<file path="config.mk">
export PLATFORM = sky130hd
export DESIGN_NAME = pipe_stall_ctrl
export DESIGN_NICKNAME = d
export VERILOG_FILES = /design/src/rtl/pipe_stall_ctrl.sv
export SDC_FILE = /design/constraint.sdc
export NUM_CORES = 1
export LEC_CHECK = 0
export BUFFER_PORTS_ARGS = -buffer_cell sky130_fd_sc_hd__buf_2
export CAP_MARGIN = 20
export CORE_ASPECT_RATIO = 1.2
export CORE_MARGIN = 2
export CORE_UTILIZATION = 30
export DETAILED_ROUTE_END_ITERATION = 6
export PLACE_DENSITY = 0.56
export SYNTH_ARGS = -nofsm -noshare
export SYNTH_HDL_FRONTEND = slang
export SYNTH_SLANG_ARGS = --single-unit
</file>
<file path="constraint.sdc">
create_clock -name clk -period 1.4 [get_ports clk]
set_clock_uncertainty 0.05 [all_clocks]
set_input_delay 0.14 -clock clk [delete_from_list [all_inputs] [get_ports clk]]
set_output_delay 0.14 -clock clk [all_outputs]
set_load 0.01 [all_outputs]
</file>
<file path="src/rtl/pipe_stall_ctrl.sv">
// PC / IF-ID / ID-EX consumer of the hazard-unit handshake, with protocol and stall-length policing.
// Optional performance counters are enabled by defining PIPE_STALL_PERF_EN.
module pipe_stall_ctrl #(
  parameter int                 PC_W      = 16,
  parameter int                 INSTR_W   = 32,
  parameter int                 CTRL_W    = 8,
  parameter logic [PC_W-1:0]    RESET_PC  = '0,
  parameter logic [INSTR_W-1:0] NOP_INSTR = 32'h0000_0013,
  parameter int                 MAX_STALL = 2
) (
  input  logic               clk,
  input  logic               rst,
  input  logic               stall,
  input  logic               pc_write,
  input  logic               if_id_write,
  input  logic               redirect_valid,
  input  logic [PC_W-1:0]    redirect_pc,
  input  logic [INSTR_W-1:0] imem_instr,
  input  logic [CTRL_W-1:0]  id_ctrl,
  input  logic [3:0]         id_rd,
  output logic [PC_W-1:0]    pc,
  output logic               if_id_valid,
  output logic [INSTR_W-1:0] if_id_instr,
  output logic [PC_W-1:0]    if_id_pc,
  output logic               id_ex_valid,
  output logic [CTRL_W-1:0]  id_ex_ctrl,
  output logic [3:0]         id_ex_rd,
  output logic [PC_W-1:0]    id_ex_pc,
  output logic               proto_err,
  output logic               stall_timeout,
  output logic [31:0]        stall_cnt,
  output logic [31:0]        flush_cnt
);

  logic       stall_cycle;
  logic       triple_legal;
  logic [7:0] stall_run;

  // A redirect overrides a simultaneous stall, so such a cycle is not a stall cycle.
  assign stall_cycle  = stall && !redirect_valid;
  assign triple_legal = ({stall, pc_write, if_id_write} == 3'b011) ||
                        ({stall, pc_write, if_id_write} == 3'b100);

  always_ff @(posedge clk) begin
    if (rst) begin
      pc <= RESET_PC;
    end else if (redirect_valid) begin
      pc <= redirect_pc;
    end else if (pc_write) begin
      pc <= pc + PC_W'(4);
    end
  end

  always_ff @(posedge clk) begin
    if (rst || redirect_valid) begin
      if_id_valid <= 1'b0;
      if_id_instr <= NOP_INSTR;
      if_id_pc    <= rst ? '0 : if_id_pc;
    end else if (if_id_write) begin
      if_id_valid <= 1'b1;
      if_id_instr <= imem_instr;
      if_id_pc    <= pc;
    end
  end

  // Bubbles carry rd=0 so the hazard unit never sees a false dependency on them.
  always_ff @(posedge clk) begin
    if (rst) begin
      id_ex_valid <= 1'b0;
      id_ex_ctrl  <= '0;
      id_ex_rd    <= '0;
      id_ex_pc    <= '0;
    end else if (redirect_valid || stall) begin
      id_ex_valid <= 1'b0;
      id_ex_ctrl  <= '0;
      id_ex_rd    <= '0;
    end else begin
      id_ex_valid <= if_id_valid;
      id_ex_ctrl  <= id_ctrl;
      id_ex_rd    <= id_rd;
      id_ex_pc    <= if_id_pc;
    end
  end

  always_ff @(posedge clk) begin
    if (rst) begin
      proto_err     <= 1'b0;
      stall_timeout <= 1'b0;
      stall_run     <= '0;
    end else begin
      if (!redirect_valid && !triple_legal) begin
        proto_err <= 1'b1;
      end
      if (stall_cycle) begin
        if (stall_run != 8'hFF) begin
          stall_run <= stall_run + 8'd1;
        end
        if (int'(stall_run) >= MAX_STALL) begin
          stall_timeout <= 1'b1;
        end
      end else begin
        stall_run <= '0;
      end
    end
  end

`ifdef PIPE_STALL_PERF_EN
  logic [31:0] stall_cnt_q;
  logic [31:0] flush_cnt_q;

  always_ff @(posedge clk) begin
    if (rst) begin
      stall_cnt_q <= '0;
      flush_cnt_q <= '0;
    end else begin
      if (stall_cycle && stall_cnt_q != 32'hFFFF_FFFF) begin
        stall_cnt_q <= stall_cnt_q + 32'd1;
      end
      if (redirect_valid && flush_cnt_q != 32'hFFFF_FFFF) begin
        flush_cnt_q <= flush_cnt_q + 32'd1;
      end
    end
  end

  assign stall_cnt = stall_cnt_q;
  assign flush_cnt = flush_cnt_q;
`else
  assign stall_cnt = 32'd0;
  assign flush_cnt = 32'd0;
`endif

endmodule

</file>
==> results.sh, run 1 <==
export IMPL_final_setup_viol_count=0
export IMPL_path_class="flip-flop to flip-flop"
export IMPL_status="finished clean"
export IMPL_die_w_um=115
export IMPL_drv_cap=0
export IMPL_synthesis_area_mm2=0.00444
export IMPL_routed_wl_mm=11.4
export IMPL_avgSynthCellArea_um2=9.69
export IMPL_crit_path_end_kind="flip-flop"
export IMPL_synth_top_area_share_pct=39.7
export IMPL_clock_latency_ns=0.34
export IMPL_top_layer="met5"
export IMPL_final_util_pct=42.4
export IMPL_fin_ws_ns=0.0310
export IMPL_fp_row_count=48
export IMPL_rrSetupSlack_ns=0.03
export IMPL_fin_setup_tns_ns=0
export IMPL_synth_warnings=0
export IMPL_drt_iter0_markers=66
export IMPL_layout_common_cells="buf_2 (161), dfxtp_1 (80), conb_1 (64)"
export IMPL_port_buffers=161
export IMPL_dp_hpwl_mm=8.22
export IMPL_root_buffer="clkbuf_16"
export IMPL_synth_seq_area_share_pct=50.5
export IMPL_syn2layout_area_growth_pct=37.9
export IMPL_cts_tree="yes"
export IMPL_worstReg2RegStart="stall_run[1]$_SDFFE_PP0P_"
export IMPL_h_tree_depth=3
export IMPL_min_period_ns=1.37
export IMPL_ys_types=39
export IMPL_slowest_delay_ns=0.39
export IMPL_rsz0062_at_grt="yes"
export IMPL_drv_slew=0
export IMPL_synth_area_top_cells="dfxtp_1 (40%), buf_4 (11%), edfxtp_1 (11%)"
export IMPL_worstRegToRegCells=5
export IMPL_track_usage_pct=14.0
export IMPL_antenna_left=0
export IMPL_cts_buffer_depth=2
export IMPL_total_leakage_power_nw=2.94
export IMPL_antennaDiodeCount=0
export IMPL_yosys_area_top_type="dfxtp_1"
export IMPL_dr_wl_met2_mm=6.02
export IMPL_pre_cts_ws_ns=-0.0204
export IMPL_grt_pass1_wl_mm=17.1
export IMPL_r2r_end="stall_timeout$_SDFFE_PP0P_"
export IMPL_crit_fanout=4
export IMPL_syn_inst=458
export IMPL_hold_path_class="input port to flip-flop"
export IMPL_grt_max_degree=31
export IMPL_total_power_mw=6.57
export IMPL_start_util_pct=30.8
export IMPL_grt_overflow=0
export IMPL_place_congestion=0.813
export IMPL_layout_commonest_cell="buf_2"
export IMPL_fin_crit_sh_pct=97.8
export IMPL_antenna_found_initial=3
export IMPL_dp_cells=794
export IMPL_clk_pin_slew_ns=0.07
export IMPL_drtPass1Iterations=4
export IMPL_wl_per_cell_um=13.3
export IMPL_nNetsFinal=747
export IMPL_arrival_ns=1.53
export IMPL_grt_pass1_vias=3512
export IMPL_drc=0
export IMPL_dieArea_mm2=0.0158
export IMPL_dr_wl_met3_um=777
export IMPL_cp_required_ns=1.57
export IMPL_cp_slowest_cell="or4_1"
export IMPL_power_density_mw_per_mm2=1070
export IMPL_layout_cells_non_filler=858
export IMPL_num_io_pins=226
export IMPL_fmax_mhz=730
export IMPL_viasPerCell=4.30
export IMPL_die_height_um=137
export IMPL_ir_drop_mv=0.452
export IMPL_synth_seq_cells=104
export IMPL_clock_sinks=104
export IMPL_route_vias_total=3691
export IMPL_numCtsBuffers=9
export IMPL_drive_gt1_share_pct=33.5
export IMPL_min_path_cells=3
export IMPL_wl_met1_mm=4.30
export IMPL_hp_start="imem_instr[5]"
export IMPL_hold_end="if_id_instr[5]$_SDFFE_PN0P_"
export IMPL_startpoint_type="flip-flop"
export IMPL_hold_viol=0
export IMPL_core_mm2=0.0144
export IMPL_crit_path_cell_trace="buf_6, ha_1, or4_1, nor2_1, o22ai_1"
-- registers in the layout (all words and copies together), names as in the netlist, 4 cells and up --
register	flops
if_id_instr	32
id_ex_pc	16
if_id_pc	16
pc	16
id_ex_ctrl	8
stall_run	8
id_ex_rd	4
-- power breakdown --
group	internal, mW	switching (mW)	total [mW]
Combinational	0.384	0.448	0.832
Sequential	3.16	0.0724	3.23
Clock	1.39	1.12	2.51
Total	4.93	1.64	6.57
-- layer usage --
metal,global-route usage [%],vias to the layer above
met1,15.6,1677
met5,0,-
met4,6.02,6
met3,4.05,27
met2,24.7,149
li1,-,1832
-- final cells by class --
| class | count | area [um^2] |
|---|---|---|
| Tap cell | 175 | 219 |
| Clock buffer | 9 | 225 |
| Inverter | 4 | 15.0 |
| Sequential cell | 104 | 2250 |
| Multi-Input combinational cell | 326 | 1870 |
| Clock inverter | 7 | 70.1 |
| Timing Repair Buffer | 233 | 1470 |
| Fill cell | 1433 | 8300 |
-- synthesized netlist by cell type (all sizes together) --
cell / number
mux2i: 35
and4: 4
or4: 2
a21oi: 25
a21o: 1
nand3: 5
o21bai: 1
inv: 4
o22ai: 2
nor3b: 1
conb: 1
and3b: 1
nor2: 57
o21ai: 3
or2: 3
edfxtp: 16
clkbuf: 12
nor2b: 1
nor3: 2
ha: 3
nand2: 46
xnor2: 3
xor2: 12
a211oi: 12
dfxtp: 88
nand4: 8
buf: 75
and3: 3
and2: 30
or3: 1
a31oi: 1
-- stage by stage --
| stage | hold WS [ns] | cell area (um^2) |
|---|---|---|
| final | 0.0114 | 6120 |
| after global routing | 0.00534 | 6120 |
| after CTS | 0.00118 | 6040 |
| after detailed placement | 0.292 | 5270 |
| after global placement | 0.290 | 5270 |
| after floorplan | 0.212 | 4680 |
-- timing repair --
| action | CTS | global route |
|---|---|---|
| setup buffers | 0 | 1 |
| hold endpoints to repair | 47 | 0 |
| pin swaps | 0 | 5 |
| resized for setup | 3 | 23 |
| hold buffers | 47 | 0 |
| setup endpoints to repair | 3 | 15 |
-- critical path: cells and delay by family (launching register included) --
family | cells | cell delay (ns)
DFF | 1 | 0.33
adders and majority gates | 1 | 0.16
buffers and inverters | 1 | 0.12
AOI/OAI and AO/OA | 1 | 0.07
and+or+nand+nor | 2 | 0.50
-- worst max path at each step --
stage	from	slack (ns)	depth (start not counted)	to
floorplan	stall_run[1]$_SDFFE_PP0P_	0.03	4	stall_run[1]$_SDFFE_PP0P_
global placement	stall_run[0]$_SDFFE_PP0P_	0.04	4	stall_run[1]$_SDFFE_PP0P_
detailed placement	stall_run[0]$_SDFFE_PP0P_	-0.02	4	stall_run[1]$_SDFFE_PP0P_
CTS	stall_run[1]$_SDFFE_PP0P_	0.001	4	stall_run[1]$_SDFFE_PP0P_
global route	stall_run[0]$_SDFFE_PP0P_	-0.06	5	stall_timeout$_SDFFE_PP0P_
finish	stall_run[1]$_SDFFE_PP0P_	0.03	5	stall_timeout$_SDFFE_PP0P_
-- cells by family (layout without fill, tap and decap cells) --
family	count (synthesis)	count (layout)	share of synthesized area, %
compound gates	45	45	5.95
mux	35	35	7.90
buf+inv	91	253	14.2
fa+ha+maj	3	3	0.846
simple gates	164	164	17.6
flops	104	104	50.5
xor+xnor	15	15	2.96
other cells	1	64	0.0845
No activity file was read; power rests on OpenSTA's default activity.
==> run 2: changes to the inputs <==
- MAX_ROUTING_LAYER: unset -> met4
==> results.sh, run 2 (synthesized netlist as in run 1, its figures left out) <==
export IMPL_track_usage_pct=14.4
export IMPL_num_io_pins=226
export IMPL_drv_cap=0
export IMPL_cp_required_ns=1.56
export IMPL_antenna_left=0
export IMPL_final_cell_area_mm2=0.00612
export IMPL_layout_commonest_cell="buf_2"
export IMPL_crit_fanout=4
export IMPL_largest_reg_flops=32
export IMPL_numCtsBuffers=9
export IMPL_rsz0062_at_grt="yes"
export IMPL_drc=0
export IMPL_layout_common_cells="buf_2 (161), dfxtp_1 (80), conb_1 (64)"
export IMPL_cts_tree="yes"
export IMPL_drv_slew=0
export IMPL_die_height_um=137
export IMPL_slowest_delay_ns=0.39
export IMPL_hold_path_class="input port to flip-flop"
export IMPL_top_register="if_id_instr"
export IMPL_drtPass1Iterations=4
export IMPL_routed_wl_mm=11.3
export IMPL_fp_row_count=48
export IMPL_fin_crit_sh_pct=97.7
export IMPL_drive_gt1_share_pct=33.5
export IMPL_place_area_mm2=0.00527
export IMPL_grt_max_degree=31
export IMPL_clk_pin_slew_ns=0.07
export IMPL_fin_ws_ns=0.0318
export IMPL_crit_path_cell_trace="buf_6, ha_1, or4_1, nor2_1, o22ai_1"
export IMPL_total_leakage_power_nw=2.94
export IMPL_grt_overflow=0
export IMPL_critical_path_top_delay_family="simple AND/OR/NAND/NOR gates"
export IMPL_start_util_pct=30.8
export IMPL_min_period_ns=1.37
export IMPL_wl_per_cell_um=13.2
export IMPL_rrSetupSlack_ns=0.03
export IMPL_dp_hpwl_mm=8.22
export IMPL_clock_sinks=104
export IMPL_arrival_ns=1.53
export IMPL_root_buffer="clkbuf_16"
export IMPL_drt_iter0_markers=62
export IMPL_port_buffers=161
export IMPL_total_power_mw=6.57
export IMPL_dieArea_mm2=0.0158
export IMPL_crit_path_end_kind="flip-flop"
export IMPL_syn2layout_area_growth_pct=38.0
export IMPL_core_mm2=0.0144
export IMPL_pre_cts_ws_ns=-0.0204
export IMPL_h_tree_depth=3
export IMPL_final_setup_viol_count=0
export IMPL_die_w_um=115
export IMPL_clock_latency_ns=0.34
export IMPL_nNetsFinal=747
export IMPL_ir_drop_mv=0.451
export IMPL_fmax_mhz=731
export IMPL_cts_buffer_depth=2
export IMPL_grt_pass1_wl_mm=17.2
export IMPL_crit_buf_inv=1
export IMPL_antenna_found_initial=3
export IMPL_route_vias_total=3682
export IMPL_hold_viol=0
export IMPL_viasPerCell=4.28
export IMPL_status="finished clean"
export IMPL_power_density_mw_per_mm2=1070
export IMPL_grt_pass1_vias=3502
export IMPL_place_congestion=0.825
export IMPL_path_class="flip-flop to flip-flop"
export IMPL_startpoint_type="flip-flop"
export IMPL_cp_slowest_cell="or4_1"
## run 2: stage by stage
| step | instances | hold WS, ns | TNS, ns | utilization (%) |
|---|---|---|---|---|
| floorplan | 521 | 0.212 | 0 | - |
| global placement | 794 | 0.290 | 0 | 36.6 |
| detailed placement | 794 | 0.292 | -0.0204 | 36.6 |
| CTS | 857 | 0.00118 | 0 | 41.9 |
| global route | 861 | 0.00404 | -0.0835 | 42.5 |
| finish | 861 | 0.0112 | 0 | 42.5 |
## run 2: final timing paths
path                                 end  cells past startpoint                       from
max           stall_timeout$_SDFFE_PP0P_                      5  stall_run[1]$_SDFFE_PP0P_
min          if_id_instr[5]$_SDFFE_PN0P_                      3              imem_instr[5]
max reg2reg   stall_timeout$_SDFFE_PP0P_                      5  stall_run[1]$_SDFFE_PP0P_
min reg2reg    id_ex_pc[11]$_SDFFE_PP0N_                      2  id_ex_pc[11]$_SDFFE_PP0N_
## run 2: power breakdown
part	internal, mW	switching (mW)	leakage [nW]
Clock	1.39	1.12	0.148
Sequential	3.16	0.0725	0.893
Combinational	0.384	0.447	1.90
Total	4.93	1.64	2.94
## run 2: routing by layer
metal	wire (um)	GRT usage, %	vias up
li1	-	-	1834
met1	4340	15.8	1675
met2	5960	24.7	150
met3	786	3.87	23
met4	264	6.02	0
met5	0	-	-
## run 2: final cells by class
cell class / instances / area, um^2
clock inverter: 7 / 70.1
tap: 175 / 219
antenna: 3 / 7.51
inverter: 4 / 15.0
sequential: 104 / 2250
timing repair buffer: 233 / 1470
fill: 1431 / 8290
clock buffer: 9 / 225
multi-input combinational: 326 / 1870
## run 2: worst reg2reg max path, delay by kind of cell, from the launching register on
kind,cells,cell delay (ns)
simple gates,2,0.50
compound gates,1,0.07
fa+ha+maj,1,0.16
flops,1,0.33
buf+inv,1,0.12
## run 2: what timing repair did
item / CTS / global route
endpoints found under the hold margin: 47 / 0
setup buffers: 0 / 1
pin swaps: 0 / 5
hold buffers: 47 / 0
gates resized for setup: 3 / 23
endpoints found under the setup margin: 3 / 15
